File: config.mk
export PLATFORM = sky130hd
export DESIGN_NAME = fft_peak_detect
export DESIGN_NICKNAME = d
export VERILOG_FILES = /design/src/rtl/fft_peak_detect.sv
export SDC_FILE = /design/constraint.sdc
export NUM_CORES = 1
export LEC_CHECK = 0
export ABC_AREA = 1
export CORE_MARGIN = 4
export CORE_UTILIZATION = 55
export CTS_CLUSTER_DIAMETER = 40
export DETAILED_ROUTE_END_ITERATION = 8
export PLACE_DENSITY = 0.86
export REMOVE_ABC_BUFFERS = 1
export SETUP_SLACK_MARGIN = 0.5
export SYNTH_ARGS = -nofsm -noshare
export SYNTH_HDL_FRONTEND = slang
export SYNTH_SLANG_ARGS = --single-unit
File: constraint.sdc
create_clock -name clk -period 5 [get_ports clk]
set_input_delay 0.75 -clock clk [delete_from_list [all_inputs] [get_ports clk]]
set_output_delay 0.75 -clock clk [all_outputs]
set_load 0.1 [all_outputs]
File: src/rtl/fft_peak_detect.sv
// Peak-power bin finder for one FFT output frame.
// Reports the winning bin as binary and 4-digit BCD, held until the next frame.
module fft_peak_detect #(
    parameter int bit_width = 34,
    parameter int N         = 32,
    parameter int SIZE      = 5,
    parameter int MAG_BITS  = 8
) (
    input  logic                  clk,
    input  logic                  rst_n,
    input  logic                  en_FFT,
    input  logic                  done_all,
    input  logic                  en_comp,
    input  logic [bit_width-1:0]  Re_in,
    input  logic [bit_width-1:0]  Im_in,
    output logic [SIZE-1:0]       peak_idx,
    output logic [15:0]           peak_bcd,
    output logic [2*MAG_BITS:0]   peak_mag,
    output logic                  peak_valid,
    output logic                  busy
);

    localparam int PW = 2 * MAG_BITS + 1;

    typedef enum logic [1:0] {
        IDLE  = 2'd0,
        SCAN  = 2'd1,
        DRAIN = 2'd2
    } state_t;

    state_t          state_q, state_d;
    logic            drain_cnt_q, drain_cnt_d;
    logic [SIZE-1:0] bin_cnt_q, bin_cnt_d;
    logic [15:0]     bcd_cnt_q, bcd_cnt_d;

    logic            s1_valid_q, s1_valid_d;
    logic [PW-1:0]   s1_p_q, s1_p_d;
    logic [SIZE-1:0] s1_idx_q, s1_idx_d;
    logic [15:0]     s1_bcd_q, s1_bcd_d;

    logic            run_valid_q, run_valid_d;
    logic [PW-1:0]   run_max_q, run_max_d;
    logic [SIZE-1:0] run_idx_q, run_idx_d;
    logic [15:0]     run_bcd_q, run_bcd_d;

    logic [SIZE-1:0] peak_idx_q, peak_idx_d;
    logic [15:0]     peak_bcd_q, peak_bcd_d;
    logic [PW-1:0]   peak_mag_q, peak_mag_d;
    logic            peak_valid_q, peak_valid_d;
    logic            busy_q, busy_d;

    logic signed [MAG_BITS-1:0]   re8, im8;
    logic signed [2*MAG_BITS-1:0] re_sq, im_sq;
    logic [PW-1:0]                pwr;
    logic                         unused_lsbs;

    // Squares of MAG_BITS signed values are never negative and fit 2*MAG_BITS bits.
    assign re8   = Re_in[bit_width-1 -: MAG_BITS];
    assign im8   = Im_in[bit_width-1 -: MAG_BITS];
    assign re_sq = re8 * re8;
    assign im_sq = im8 * im8;
    assign pwr   = {1'b0, re_sq} + {1'b0, im_sq};

    assign unused_lsbs = ^{Re_in[bit_width-MAG_BITS-1:0],
                           Im_in[bit_width-MAG_BITS-1:0]};

    function automatic logic [15:0] bcd_inc(input logic [15:0] v);
        logic [15:0] r;
        logic        c;
        r = v;
        c = 1'b1;
        for (int d = 0; d < 4; d++) begin
            if (c) begin
                if (r[4*d +: 4] == 4'd9) begin
                    r[4*d +: 4] = 4'd0;
                end else begin
                    r[4*d +: 4] = r[4*d +: 4] + 4'd1;
                    c = 1'b0;
                end
            end
        end
        return r;
    endfunction

    always_comb begin
        state_d      = state_q;
        drain_cnt_d  = drain_cnt_q;
        bin_cnt_d    = bin_cnt_q;
        bcd_cnt_d    = bcd_cnt_q;
        s1_valid_d   = 1'b0;
        s1_p_d       = s1_p_q;
        s1_idx_d     = s1_idx_q;
        s1_bcd_d     = s1_bcd_q;
        run_valid_d  = run_valid_q;
        run_max_d    = run_max_q;
        run_idx_d    = run_idx_q;
        run_bcd_d    = run_bcd_q;
        peak_idx_d   = peak_idx_q;
        peak_bcd_d   = peak_bcd_q;
        peak_mag_d   = peak_mag_q;
        peak_valid_d = 1'b0;

        // Strict compare keeps the earliest bin on ties.
        if (s1_valid_q && (!run_valid_q || s1_p_q > run_max_q)) begin
            run_valid_d = 1'b1;
            run_max_d   = s1_p_q;
            run_idx_d   = s1_idx_q;
            run_bcd_d   = s1_bcd_q;
        end

        if (en_FFT) begin
            state_d     = SCAN;
            drain_cnt_d = 1'b0;
            bin_cnt_d   = '0;
            bcd_cnt_d   = '0;
            run_valid_d = 1'b0;
            run_max_d   = '0;
            run_idx_d   = '0;
            run_bcd_d   = '0;
        end else begin
            unique case (state_q)
                IDLE: ;
                SCAN: begin
                    if (done_all) begin
                        state_d = IDLE;
                    end else if (en_comp) begin
                        s1_valid_d = 1'b1;
                        s1_p_d     = pwr;
                        s1_idx_d   = bin_cnt_q;
                        s1_bcd_d   = bcd_cnt_q;
                        bin_cnt_d  = bin_cnt_q + 1'b1;
                        bcd_cnt_d  = bcd_inc(bcd_cnt_q);
                        if (bin_cnt_q == SIZE'(N - 1)) begin
                            state_d     = DRAIN;
                            drain_cnt_d = 1'b0;
                        end
                    end
                end
                DRAIN: begin
                    drain_cnt_d = 1'b1;
                    if (drain_cnt_q) begin
                        state_d      = IDLE;
                        peak_idx_d   = run_idx_q;
                        peak_bcd_d   = run_bcd_q;
                        peak_mag_d   = run_max_q;
                        peak_valid_d = 1'b1;
                    end
                end
                default: state_d = IDLE;
            endcase
        end

        busy_d = (state_d != IDLE);
    end

    always_ff @(posedge clk or negedge rst_n) begin
        if (!rst_n) begin
            state_q      <= IDLE;
            drain_cnt_q  <= 1'b0;
            bin_cnt_q    <= '0;
            bcd_cnt_q    <= '0;
            s1_valid_q   <= 1'b0;
            s1_p_q       <= '0;
            s1_idx_q     <= '0;
            s1_bcd_q     <= '0;
            run_valid_q  <= 1'b0;
            run_max_q    <= '0;
            run_idx_q    <= '0;
            run_bcd_q    <= '0;
            peak_idx_q   <= '0;
            peak_bcd_q   <= '0;
            peak_mag_q   <= '0;
            peak_valid_q <= 1'b0;
            busy_q       <= 1'b0;
        end else begin
            state_q      <= state_d;
            drain_cnt_q  <= drain_cnt_d;
            bin_cnt_q    <= bin_cnt_d;
            bcd_cnt_q    <= bcd_cnt_d;
            s1_valid_q   <= s1_valid_d;
            s1_p_q       <= s1_p_d;
            s1_idx_q     <= s1_idx_d;
            s1_bcd_q     <= s1_bcd_d;
            run_valid_q  <= run_valid_d;
            run_max_q    <= run_max_d;
            run_idx_q    <= run_idx_d;
            run_bcd_q    <= run_bcd_d;
            peak_idx_q   <= peak_idx_d;
            peak_bcd_q   <= peak_bcd_d;
            peak_mag_q   <= peak_mag_d;
            peak_valid_q <= peak_valid_d;
            busy_q       <= busy_d;
        end
    end

    assign peak_idx   = peak_idx_q;
    assign peak_bcd   = peak_bcd_q;
    assign peak_mag   = peak_mag_q;
    assign peak_valid = peak_valid_q;
    assign busy       = busy_q;

endmodule

### Yosys cells after proc, flatten, opt, wreduce, memory -nomap -nowiden

Index checks and enable logic that the tools add are counted.

* add/subtract/negate cells: 6
* multiply operators: 2
* magnitude comparators: 1
* equality and inequality tests: 11
* muxes and demuxes: 58
* bitwise operators: 2
* reduce and logical (&&, ||, !) cells: 19

Operators with widths (number)
* $mux 16: 6
* $mux 17: 2
* $mul 8x8->16: 2
* $mux 1: 30
* $mux 5: 6
* $mux 4: 7
* $reduce_and 4->1: 5
* $add 16x16->17: 1
* $gt 17x17->1: 1
* $add 4x1->4 const B: 4
* $eq 4x4->1 const B: 4
* $reduce_bool 2->1: 7
* $mux 2: 5
* $ne 3x3->1 const B: 3
* $pmux 2 s3: 1
* $reduce_and 3->1: 2
* $add 5x1->5 const B: 1
* $eq 5x5->1 const B: 1
* $reduce_bool 3->1: 1
* $eq 2x1->1 const B: 1
* $eq 2x2->1 const B: 1
* $logic_not 2->1: 1
* $ne 2x2->1 const B: 1
* $not 1->1: 2
* other kinds (4): 4

* bits in registers: 142
* input port bits: 73
* output and inout bits: 40
* logic and storage cells: 119

### Depth between registers and ports, before layout

* depth in word-level cells: 21
* depth in mapped cells: 32
* gate-level depth less buffers: 31

### Worst setup path after synthesis

OpenSTA, ideal clock, no wires.

* path type: input -> register
* start point: input port Im_in[29]
* end point: register s1_p_q[16]
* setup time: 77 ps
* arrival time: 5369 ps
* required time: 4923 ps
* setup slack: -446 ps
* cell stages on the path: 26
* path buffers: 1
* cells stage by stage: clkbuf_1 -> nand2_1 -> fa_1 -> inv_1 -> fa_1 -> fa_1 -> inv_1 -> fa_1 -> inv_1 -> ha_1 -> a21oi_1 -> nand2_1 -> a21oi_1 -> nor2_1 -> nor2_1 -> xor2_1 -> inv_1 -> ha_1 -> nand2_1 -> nor2_1 -> nand4_1 -> nand3_1 -> nand2_1 -> nand2_1 -> nand2_1 -> a21oi_1

* word-level cells in the longest chain between the ends: 2

Ends and longest elaborated chain
* start, declared: RTL line 15 `input logic [bit_width-1:0] Im_in,`
* $mul 8x8->16: RTL line 61 `assign im_sq = im8 * im8;`
* $add 16x16->17: RTL line 62 `assign pwr = {1'b0, re_sq} + {1'b0, im_sq};`
* end signal, assigned: RTL line 181 `s1_p_q <= s1_p_d;`
* end, declared: RTL line 37 `logic [PW-1:0] s1_p_q, s1_p_d;`

No other way between the ends.
A chain may end at the register's enable or synchronous reset.

### Worst setup path after layout

* start point: input port Re_in[28]
* end point: register s1_p_q[15]

* word-level cells in the longest chain between the ends: 2

Ends and longest elaborated chain
* start, declared: RTL line 14 `input logic [bit_width-1:0] Re_in,`
* $mul 8x8->16: RTL line 60 `assign re_sq = re8 * re8;`
* $add 16x16->17: RTL line 62

No other way between the ends.

==> results.sh <==
export IMPL_synth_xor_area_share_pct=3.90
export IMPL_worstReg2RegEnd="run_max_q[3]"
export IMPL_max_freq_mhz=193
export IMPL_avgSynthCellArea_um2=8.24
export IMPL_fin_ws_ns=-0.192
export IMPL_first_pass_iters=6
export IMPL_synth_compound_area_share_pct=7.05
export IMPL_worstMarginPinSlew_ns=0.989
export IMPL_setup_viol=3
export IMPL_cp_required_ns=5.32
export IMPL_cpMostUsedCell="fa_1"
export IMPL_rr_startpoint="s1_p_q[12]"
export IMPL_synth_area_mux_share_pct=0
export IMPL_clk_pin_slew_ns=0.06
export IMPL_yosys_area_share_adder_pct=26.5
export IMPL_cts_tree="done"
export IMPL_violations="setup timing"
export IMPL_postCtsHoldBufs=0
export IMPL_synth_distinct_cells=40
export IMPL_start_kind="input port"
export IMPL_grt_max_degree=104
export IMPL_crit_cells=25
export IMPL_cts_root_buf="clkbuf_16"
export IMPL_yosys_warnings=0
export IMPL_reg2regPathDepth=13
export IMPL_register_area_mm2=0.00355
export IMPL_synthFlopType="dfrtp_1"
export IMPL_worstSetupPathType="input port to flop"
export IMPL_grtUsageTotal_pct=26.1
export IMPL_synth_async_reset_ratio_pct=100
export IMPL_multiInputGateArea_mm2=0.00741
export IMPL_avgViaCountPerCell=5.76
export IMPL_cp_slowest_cell="fa_1"
export IMPL_r2r_slack_ns=2.11
export IMPL_synth_edf_count=0
export IMPL_arrival_ns=5.51
export IMPL_hp_class="input port to asynchronous set/reset pin"
export IMPL_drt_wl_total_mm=34.1
export IMPL_die_area_mm2=0.0228
export IMPL_grt_pass1_wl_mm=48.2
export IMPL_maxCapViolCount=0
export IMPL_finish_utilization_pct=74.0
export IMPL_path_max_fanout=4
export IMPL_crit_end="s1_p_q[15]"
export IMPL_drt_iter0_markers=935
export IMPL_core_area_mm2=0.0202
export IMPL_num_rows=52
export IMPL_synthSimpleGateAreaFrac_pct=19.3
export IMPL_grt_ovfl_total=0
export IMPL_fin_skew_ns=0.00969
export IMPL_cts_sinks=142
export IMPL_status="finished with violations"
export IMPL_grt_antenna_before_repair=0
export IMPL_yosysSeqAreaShare_pct=31.6
export IMPL_grt_setup_unrepaired="true"
export IMPL_clock_latency_ns=0.42
export IMPL_period_minus_slack_ns=5.19
export IMPL_diodes=0
export IMPL_gp_congestion=0.875
export IMPL_synth_top_family_by_area="adder cells"
export IMPL_die_w_um=151
export IMPL_via_count=10521
export IMPL_drtAntennaViolNets=0
export IMPL_start_util_pct=55.7
export IMPL_clk_path_buf_depth=2
export IMPL_setup_worst_path_start="Re_in[28]"
export IMPL_syn2layout_area_growth_pct=32.9
export IMPL_drcViolationCount=0
export IMPL_cts_made_buffers=17
export IMPL_critPathMaxStageDelay_ns=0.53
export IMPL_io_pins=113
export IMPL_syn_instance_count=1364
export IMPL_netlist_area_mm2=0.0112
export IMPL_finalHoldViolations=0
export IMPL_drv_slew=0
export IMPL_grt_pass1_vias=10418
export IMPL_period_share_pct=104
export IMPL_path_delay_family="adder cells"
export IMPL_dpl_hpwl_mm=18.5
export IMPL_slew_headroom_pct=33.8
export IMPL_die_h_um=151
export IMPL_cp_end_kind="flop"
export IMPL_port_buffers=60
export IMPL_wl_per_cell_um=18.6
export IMPL_final_nets=1803
export IMPL_synth_seq_cells=142
export IMPL_fillerInstances=1214
export IMPL_drive_gt1_share_pct=27.8
export IMPL_cp_buffers_inverters=6
export IMPL_cts_htree_levels=4
## kinds of logic (layout without fill, tap and decap cells)
family,Yosys count,count (layout)
compound gates,145,145
xor+xnor,50,50
fa+ha+maj,185,185
buf+inv,335,528
flops,142,142
simple gates,507,507
## cell type report
class	count	share of cell area [%]
inverters	282	7.14
flip-flops and latches	142	23.8
clock buffers	18	2.94
clock inverters	13	1.43
repair buffers	215	12.8
multi-input cells	887	49.6
well taps	270	2.26
## state kept, by name, summed over array words and instances (netlist names), 16 cells and up
name	cells
peak_mag	17
run_bcd_q	16
peak_bcd	16
s1_bcd_q	16
bcd_cnt_q	16
s1_p_q	17
run_max_q	17
## timing repair
action,in CTS,in global routing
endpoints found under the setup margin,12,10
pin swaps,114,96
gates resized for setup,266,150
setup buffers,18,8
## per-layer routing
metal | up-vias | part of all wire [%] | global-route usage (%) | wire, um
li1 | 4590 | - | - | -
met2 | 642 | 52 | 47.8 | 17600
met5 | - | 0 | 0 | 0
met4 | 0 | 6.2 | 10.7 | 2120
met3 | 221 | 6.8 | 3.68 | 2300
met1 | 5068 | 35 | 30.7 | 12100
## Yosys cell counts (2+ instances only)
| cell type | count | area (um2) |
|---|---|---|
| a31oi_1 | 6 | 37.5 |
| xnor2_1 | 21 | 184 |
| nand3b_1 | 2 | 15.0 |
| or2_2 | 3 | 18.8 |
| nand3_1 | 71 | 355 |
| clkbuf_1 | 33 | 124 |
| nor2_1 | 49 | 184 |
| nor3_1 | 5 | 25.0 |
| buf_1 | 5 | 18.8 |
| nand2_1 | 323 | 1210 |
| nor3b_1 | 2 | 15.0 |
| ha_1 | 97 | 1210 |
| fa_1 | 88 | 1760 |
| nor3_2 | 2 | 20.0 |
| o21ai_0 | 70 | 350 |
| dfrtp_1 | 142 | 3550 |
| buf_2 | 9 | 45.0 |
| inv_1 | 277 | 1040 |
| o22ai_1 | 5 | 31.3 |
| a21boi_0 | 2 | 15.0 |
| a21o_1 | 2 | 15.0 |
| buf_6 | 5 | 56.3 |
| o31ai_1 | 2 | 15.0 |
| xor2_1 | 29 | 254 |
| inv_2 | 4 | 15.0 |
| nand4_1 | 45 | 282 |
| o21bai_1 | 7 | 52.6 |
| a21oi_1 | 46 | 230 |
## metrics by stage
step | cell area [um2] | setup WS, ns | hold slack (ns) | cells | TNS [ns]
2_1_floorplan | 11000 | -0.224 | 0.442 | 1311 | -0.730
3_3_place_gp | 12900 | -0.967 | 0.453 | 1770 | -8.47
3_5_place_dp | 12900 | -1.18 | 0.458 | 1770 | -9.85
4_1_cts | 14400 | 0.202 | 0.474 | 1819 | 0
5_1_grt | 14900 | -0.328 | 0.487 | 1827 | -1.25
6_report | 14900 | -0.192 | 0.434 | 1827 | -0.417
## how the worst min path moves through the flow
stage	from	end	slack [ns]
floorplan	s1_bcd_q[0]	s1_bcd_q[0]	0.44
global placement	peak_bcd[1]	peak_bcd[1]	0.45
detailed placement	peak_bcd[1]	peak_bcd[1]	0.46
CTS	rst_n	run_bcd_q[15]	0.47
global route	peak_bcd[10]	peak_bcd[10]	0.49
finish	rst_n	run_bcd_q[14]	0.43
## worst register-to-register path: cells and delay by family (launching register included)
| family | cells | cell delay (ns) |
|---|---|---|
| simple gates | 10 | 1.54 |
| fa+ha+maj | 1 | 0.33 |
| buf+inv | 2 | 0.51 |
| flops | 1 | 0.44 |
## cell usage in the layout (no fill, tap or decap), types with 3 or more instances in the layout
cell type,count
o21ai_2,3
clkbuf_16,17
fa_1,84
buf_6,37
dfrtp_1,142
nor2_1,38
nand4_1,45
ha_4,28
a21oi_1,20
ha_2,5
buf_4,129
xor2_1,27
nand3_2,6
nor2_2,8
ha_1,64
clkinv_4,4
or2_4,3
o21ai_4,3
nand2_2,29
o22ai_1,5
inv_2,63
clkdlybuf4s50_1,43
o21bai_1,3
nand2_4,23
a21oi_2,21
bufinv_16,5
buf_12,3
o21ai_1,10
nand3_1,63
nand2_1,272
a21oi_4,5
a31oi_1,4
o21bai_2,3
inv_1,217
fa_2,4
o21ai_0,56
nor3_4,3
xnor2_1,19
nor2_4,5
Power is left out: the tool's default activity adds up to more than one toggle a clock period on the data nets, which glitch-free logic cannot reach.
